`src/rtl/npu_dot_pkg.sv`:
```
// Shared types and width helpers for the NPU dot-product accumulate tree.
package npu_dot_pkg;

  // Operand sign mode: MODE_<data><para>, U = unsigned, S = signed.
  typedef enum logic [1:0] {
    MODE_UU = 2'b00,
    MODE_US = 2'b01,
    MODE_SU = 2'b10,
    MODE_SS = 2'b11
  } dot_mode_e;

  // Product width: two (DW+1)-bit signed operands.
  function automatic int unsigned pw(input int unsigned dw);
    return 2 * dw + 2;
  endfunction

  // Tree sum width: product width plus one bit per reduction level.
  function automatic int unsigned tw(input int unsigned lanes, input int unsigned dw);
    return pw(dw) + $clog2(lanes);
  endfunction

  // Largest signed value of an acc_w-bit accumulator (acc_w <= 64).
  function automatic logic [63:0] acc_max(input int unsigned acc_w);
    return (64'd1 << (acc_w - 1)) - 64'd1;
  endfunction

  // Smallest signed value; callers truncate to acc_w bits.
  function automatic logic [63:0] acc_min(input int unsigned acc_w);
    return ~acc_max(acc_w);
  endfunction

endpackage

```
`src/rtl/npu_add_tree.sv`:
```
// Combinational N-input signed adder tree; output grows by log2(N) bits.
module npu_add_tree #(
  parameter int unsigned N = 8,
  parameter int unsigned W = 18
) (
  input  logic [N*W-1:0]                 operands_i,
  output logic signed [W+$clog2(N)-1:0]  sum_o
);

  localparam int unsigned Lv = $clog2(N);
  localparam int unsigned OW = W + Lv;

  // Level 0 holds the sign-extended operands; each level halves the node count.
  for (genvar l = 0; l <= Lv; l++) begin : g_lvl
    localparam int unsigned Cnt = N >> l;
    logic signed [OW-1:0] v [Cnt];
    for (genvar i = 0; i < Cnt; i++) begin : g_n
      if (l == 0) begin : g_leaf
        assign v[i] = {{(OW - W){operands_i[i*W + W - 1]}}, operands_i[i*W +: W]};
      end else begin : g_add
        assign v[i] = g_lvl[l-1].v[2*i] + g_lvl[l-1].v[2*i+1];
      end
    end
  end

  assign sum_o = g_lvl[Lv].v[0];

endmodule

```
`src/rtl/npu_dot_acc_tree.sv`:
```
// Pipelined LANES-wide dot product with multi-beat accumulation and overflow handling.
// S1: products, S2: tree sum, S3: accumulator and output register.
module npu_dot_acc_tree
  import npu_dot_pkg::*;
#(
  parameter int unsigned LANES = 8,
  parameter int unsigned DW    = 8,
  parameter int unsigned ACC_W = 32,
  parameter bit          SAT   = 1'b1
) (
  input  logic                     clk,
  input  logic                     rst_n,
  input  logic                     in_valid,
  output logic                     in_ready,
  input  logic [LANES*DW-1:0]      in_data,
  input  logic [LANES*DW-1:0]      in_para,
  input  logic                     in_data_signed,
  input  logic                     in_para_signed,
  input  logic                     in_first,
  input  logic                     in_last,
  output logic                     out_valid,
  input  logic                     out_ready,
  output logic signed [ACC_W-1:0]  out_result,
  output logic                     out_ovf
);

  localparam int unsigned PW = pw(DW);
  localparam int unsigned TW = tw(LANES, DW);
  localparam logic [ACC_W-1:0] AccMax = ACC_W'(acc_max(ACC_W));
  localparam logic [ACC_W-1:0] AccMin = ACC_W'(acc_min(ACC_W));

  logic en;
  dot_mode_e in_mode;
  logic data_sgn, para_sgn;
  logic [LANES*PW-1:0] prod;
  logic signed [TW-1:0] tree_sum;

  logic                 s1_valid_d, s1_valid_q, s1_first_d, s1_first_q, s1_last_d, s1_last_q;
  logic [LANES*PW-1:0]  s1_prod_d, s1_prod_q;
  logic                 s2_valid_d, s2_valid_q, s2_first_d, s2_first_q, s2_last_d, s2_last_q;
  logic signed [TW-1:0] s2_sum_d, s2_sum_q;
  logic [ACC_W-1:0]     acc_d, acc_q;
  logic                 ovf_d, ovf_q, group_done_d, group_done_q;
  logic                 out_valid_d, out_valid_q, out_ovf_d, out_ovf_q;
  logic [ACC_W-1:0]     out_result_d, out_result_q;

  logic                 grp_start;
  logic [ACC_W-1:0]     sum_ext, acc_base, acc_next;
  logic [ACC_W:0]       add_full;
  logic                 add_ovf, ovf_next;

  // The whole pipeline advances only when the output register can take a new value.
  assign en       = !out_valid_q || out_ready;
  assign in_ready = en;

  assign in_mode  = dot_mode_e'({in_data_signed, in_para_signed});
  assign data_sgn = (in_mode == MODE_SU) || (in_mode == MODE_SS);
  assign para_sgn = (in_mode == MODE_US) || (in_mode == MODE_SS);

  // Per-lane multiply of sign- or zero-extended operands.
  always_comb begin
    prod = '0;
    for (int i = 0; i < LANES; i++) begin
      logic signed [DW:0]   a, b;
      logic signed [PW-1:0] p;
      a = {data_sgn & in_data[i*DW + DW - 1], in_data[i*DW +: DW]};
      b = {para_sgn & in_para[i*DW + DW - 1], in_para[i*DW +: DW]};
      p = PW'(a) * PW'(b);
      prod[i*PW +: PW] = p;
    end
  end

  npu_add_tree #(
    .N (LANES),
    .W (PW)
  ) u_tree (
    .operands_i (s1_prod_q),
    .sum_o      (tree_sum)
  );

  // Next state for the product and tree-sum stages.
  always_comb begin
    s1_valid_d = s1_valid_q;
    s1_first_d = s1_first_q;
    s1_last_d  = s1_last_q;
    s1_prod_d  = s1_prod_q;
    s2_valid_d = s2_valid_q;
    s2_first_d = s2_first_q;
    s2_last_d  = s2_last_q;
    s2_sum_d   = s2_sum_q;
    if (en) begin
      s1_valid_d = in_valid;
      s1_first_d = in_first;
      s1_last_d  = in_last;
      s1_prod_d  = prod;
      s2_valid_d = s1_valid_q;
      s2_first_d = s1_first_q;
      s2_last_d  = s1_last_q;
      s2_sum_d   = tree_sum;
    end
  end

  // Accumulate with signed overflow detection; a new group restarts from the beat sum.
  always_comb begin
    grp_start = s2_first_q || group_done_q;
    sum_ext   = ACC_W'(s2_sum_q);
    acc_base  = grp_start ? '0 : acc_q;
    add_full  = {acc_base[ACC_W-1], acc_base} + {sum_ext[ACC_W-1], sum_ext};
    add_ovf   = add_full[ACC_W] != add_full[ACC_W-1];
    acc_next  = add_full[ACC_W-1:0];
    if (add_ovf && SAT) begin
      acc_next = add_full[ACC_W] ? AccMin : AccMax;
    end
    ovf_next = (!grp_start && ovf_q) || add_ovf;
  end

  // Accumulator and output register next state; bubbles leave acc untouched.
  always_comb begin
    acc_d        = acc_q;
    ovf_d        = ovf_q;
    group_done_d = group_done_q;
    out_valid_d  = out_valid_q;
    out_result_d = out_result_q;
    out_ovf_d    = out_ovf_q;
    if (en) begin
      out_valid_d = s2_valid_q && s2_last_q;
      if (s2_valid_q) begin
        acc_d        = acc_next;
        ovf_d        = ovf_next;
        group_done_d = s2_last_q;
        if (s2_last_q) begin
          out_result_d = acc_next;
          out_ovf_d    = ovf_next;
        end
      end
    end
  end

  // Pipeline state; group_done resets high so the first beat after reset opens a group.
  always_ff @(posedge clk or negedge rst_n) begin
    if (!rst_n) begin
      s1_valid_q   <= 1'b0;
      s1_first_q   <= 1'b0;
      s1_last_q    <= 1'b0;
      s1_prod_q    <= '0;
      s2_valid_q   <= 1'b0;
      s2_first_q   <= 1'b0;
      s2_last_q    <= 1'b0;
      s2_sum_q     <= '0;
      acc_q        <= '0;
      ovf_q        <= 1'b0;
      group_done_q <= 1'b1;
      out_valid_q  <= 1'b0;
      out_result_q <= '0;
      out_ovf_q    <= 1'b0;
    end else begin
      s1_valid_q   <= s1_valid_d;
      s1_first_q   <= s1_first_d;
      s1_last_q    <= s1_last_d;
      s1_prod_q    <= s1_prod_d;
      s2_valid_q   <= s2_valid_d;
      s2_first_q   <= s2_first_d;
      s2_last_q    <= s2_last_d;
      s2_sum_q     <= s2_sum_d;
      acc_q        <= acc_d;
      ovf_q        <= ovf_d;
      group_done_q <= group_done_d;
      out_valid_q  <= out_valid_d;
      out_result_q <= out_result_d;
      out_ovf_q    <= out_ovf_d;
    end
  end

  assign out_valid  = out_valid_q;
  assign out_result = out_result_q;
  assign out_ovf    = out_ovf_q;

endmodule
```
`config.mk`:
```
export PLATFORM = sky130hd
export DESIGN_NAME = npu_dot_acc_tree
export DESIGN_NICKNAME = d
export VERILOG_FILES = /design/src/rtl/npu_dot_pkg.sv /design/src/rtl/npu_add_tree.sv /design/src/rtl/npu_dot_acc_tree.sv
export SDC_FILE = /design/constraint.sdc
export NUM_CORES = 2
export LEC_CHECK = 0
export ABC_AREA = 1
export BUFFER_PORTS_ARGS = -buffer_cell sky130_fd_sc_hd__buf_2
export CAP_MARGIN = 5
export CORE_MARGIN = 4
export CORE_UTILIZATION = 55
export DETAILED_ROUTE_END_ITERATION = 6
export PLACE_DENSITY = 0.73
export SYNTH_ARGS = -nofsm -noshare
export SYNTH_HDL_FRONTEND = slang
export SYNTH_SLANG_ARGS = --single-unit
```
`constraint.sdc`:
```
create_clock -name clk -period 8.93 [get_ports clk]
set_clock_uncertainty 0.2 [all_clocks]
set_input_delay 1.786 -clock clk [delete_from_list [all_inputs] [get_ports clk]]
set_output_delay 1.786 -clock clk [all_outputs]
set_load 0.005 [all_outputs]
```
==> metrics <==
Min-Delay Endpoint out_result[11]; worst r2r dst s2_sum_q[19]; initial DRC count 1888; Async S/R FF share, synth 100.0%; syn nets 6719; critical path class input pin to flip-flop; Sink Count between 200 and 250; status completed; final-report hold violation count 0; CP Data Required Time 9180 ps; synthesis-to-finish area growth 5.745%; Yosys cell types 47; minimum clock period 6932 ps; Slowest Stage Delay on Critical Path slightly above 500 ps; largest net degree at the start of global routing ~150; FF+latch count, synth roughly 240; flop2flop setup slack 3720 ps; hold path cells 2; Die ar. 80460 sq um; vias in the first global route 34427; fin nets approximately 6700; Min-Delay Path Class flip-flop to flip-flop; Worst setup SP type input pin; Top FF cell, synth dfrtp_1; Reg-to-Reg Start s1_prod_q[108]; cells along the critical path buf_2, nand2_1, or2_2, fa_1, fa_1, inv_1, fa_1, fa_1, inv_1, fa_1, inv_1, ha_1, nand3_1, nand3_1, nand2_1, nand2_1, a21oi_1, o21ai_0, nand3_1, nand2_1, nand2_1, nand3_1, nand2_1; RSZ-0062 raised after global routing false; clock tree buffer depth 3; average size of a mapped cell between 7 and 8 sq um; root buf cell clkbuf_16; actual slew at the worst max-slew pin 1113 ps; CP dominant cell by count nand2_1; global-route wire length before repair approximately 170000 um; Final Cycle Share 77.63%; I/O pin cnt about 170; Tot GR Track Use 24.41%; yosys warns 0; Max transition margin between 20% and 30%; vias per std cell around 5.1; total negative slack 0 ps; core area 74820 sq um; post-route ant nets 0; CTS Buf Count 27; Initial Util 55.85%; drt pass-1 iters 6; critical path arrival 7180 ps; Hold WS 268.8 ps; Worst path slowest cell fa_1; H-tree Lvls 1; post-synthesis cell area approximately 42000 sq um; WL/cell 14.61 um; # rows 100; cts hold-fix bufs 0; initial antenna violation count 1; worst path bufs/invs 4; IO buf count 170; crit path launch in_para_signed; Synth Instances ~5600; Clock transition at path regs 60 ps; die width about 280 um; setup bufs post-CTS 0; sequential share of the synthesized area 14.31%; Post-Route WL 95800 um; Max-Cap Viols 0; Remaining DRCs 0; Setup-failing EPs final 0; hold_sp out_result[11]; clk_lat worst skew 580 ps; share of cells above drive strength 1 approximately 5%; total grt overflow 0; Gates resized, CTS repair 0; RePlAce Congestion approximately 0.93; via count approximately 34000; CTS tree built; pins over their slew limit 0; Worst Setup End Kind flip-flop; Reg2Reg Depth 19; CP delay by family, top adder cells; Post-synth EDFFs 0; Max FO, Critical Path 10; fmax ~0.14 GHz; placed wire-length estimate 79820 um; DIE HEIGHT 283.7 um
==> layout by cell type (no fill, tap or decap), drive strengths merged, types with 2 or more instances in the layout <==
cell / count
o21ai: 208
bufinv: 6
inv: 1324
a21oi: 196
nor3: 21
nand4: 15
o21bai: 25
a22oi: 3
a211oi: 4
nand3: 136
a21o: 8
clkinvlp: 3
o21a: 3
o2111ai: 14
ha: 427
a31o: 4
nor4: 6
clkbuf: 33
nor2: 255
buf: 176
o211ai: 3
fa: 605
nand2b: 2
o31ai: 5
a21boi: 3
xor2: 107
clkinv: 6
or2: 29
xnor2: 88
nand2: 1608
nand3b: 8
a31oi: 16
dfrtp: 238
==> worst min-delay path, stage by stage (launching register included) <==
cell     delay [ps]
dfrtp_1         340
nand2_1          50
nand2_1          50
==> through the flow <==
stage	util [%]	instances	area [sq um]	setup slack, ps
6_report	59.06	6559	44190	1998
5_1_grt	59.06	6559	44190	1723
4_1_cts	59.06	6558	44190	2087
3_5_place_dp	57.73	6508	43200	1513
3_3_place_gp	57.73	6508	43200	1620
2_1_floorplan	-	5551	41790	2227
==> how the worst max path moves through the flow <==
| stage | end | slack [ps] | cells past startpoint |
|---|---|---|---|
| finish | s1_prod_q[123] | 2000 | 23 |
| global route | s1_prod_q[123] | 1720 | 23 |
| global placement | s1_prod_q[141] | 1620 | 19 |
| CTS | s1_prod_q[123] | 2090 | 23 |
| detailed placement | s1_prod_q[123] | 1510 | 23 |
| floorplan | s1_prod_q[141] | 2230 | 19 |
==> metal layers <==
| metal | up-vias | global-route usage [%] | wire length [um] | part of all wire [%] |
|---|---|---|---|---|
| met2 | 668 | 43.60 | 47660 | 50 |
| li1 | 16507 | - | - | - |
| met3 | 127 | 2.040 | 3734 | 3.9 |
| met4 | 0 | 5.004 | 2183 | 2.3 |
| met5 | - | 0 | 0 | 0 |
| met1 | 16206 | 32.69 | 42220 | 44 |
==> logic make-up (layout without fill, tap and decap cells) <==
logic type	Yosys count	after routing	synth area share (%)
XOR/XNOR	195	195	4.087
flip-flops	239	239	14.31
other	0	1	0
adder cells (fa/ha/maj)	1032	1032	41.77
buffers and inverters	1510	1548	13.65
AO/OA/AOI/OAI	493	493	6.464
AND/OR/NAND/NOR	2082	2082	19.72
==> cell usage after synthesis (3+ instances only) <==
library cell | instances | area [sq um]
xnor2_1 | 88 | 770.7
nor3_1 | 19 | 95.09
o211ai_1 | 3 | 22.52
a22oi_1 | 3 | 22.52
buf_6 | 3 | 33.78
nand2_1 | 1597 | 5995
nor2_1 | 253 | 949.7
xor2_1 | 107 | 937.2
o21bai_1 | 25 | 187.7
o2111ai_1 | 14 | 122.6
buf_2 | 8 | 40.04
o21a_1 | 3 | 22.52
dfrtp_1 | 238 | 5956
nand3b_1 | 8 | 60.06
nand2_2 | 10 | 62.56
o31ai_1 | 5 | 37.54
nor4_1 | 6 | 37.54
or2_2 | 28 | 175.2
a21boi_0 | 3 | 22.52
a21oi_1 | 194 | 970.9
inv_2 | 8 | 30.03
ha_1 | 427 | 5343
a31o_2 | 4 | 35.03
a31oi_1 | 16 | 100.1
nand4_1 | 14 | 87.58
fa_1 | 605 | 12110
inv_1 | 1314 | 4932
a21o_1 | 8 | 60.06
o21ai_0 | 189 | 945.9
clkbuf_1 | 175 | 656.9
a211oi_1 | 4 | 30.03
nand3_1 | 134 | 670.6
o21ai_1 | 19 | 95.09
==> sequential cells by signal (all words and copies together) (netlist names) <==
register / count
acc_q: 32
group_done_q: 1
ovf_q: 1
out_result: 32
s2_first_q: 1
out_valid: 1
s2_valid_q: 1
s2_sum_q: 21
s1_first_q: 1
s1_prod_q: 144
s1_valid_q: 1
out_ovf: 1
s1_last_q: 1
s2_last_q: 1
==> cell type report <==
cell class	instances	area, sq um
well taps	969	1212
clock buffers	33	728.2
inverters	1322	4965
diodes	1	2.502
flip-flops and latches	239	5982
clock inverters	17	264.0
fillers	6974	30630
multi-input cells	3802	30120
repair buffers	176	918.4
Power is not shown: default switching activity piles up to over one toggle a cycle in this logic, so the estimate is an artifact.
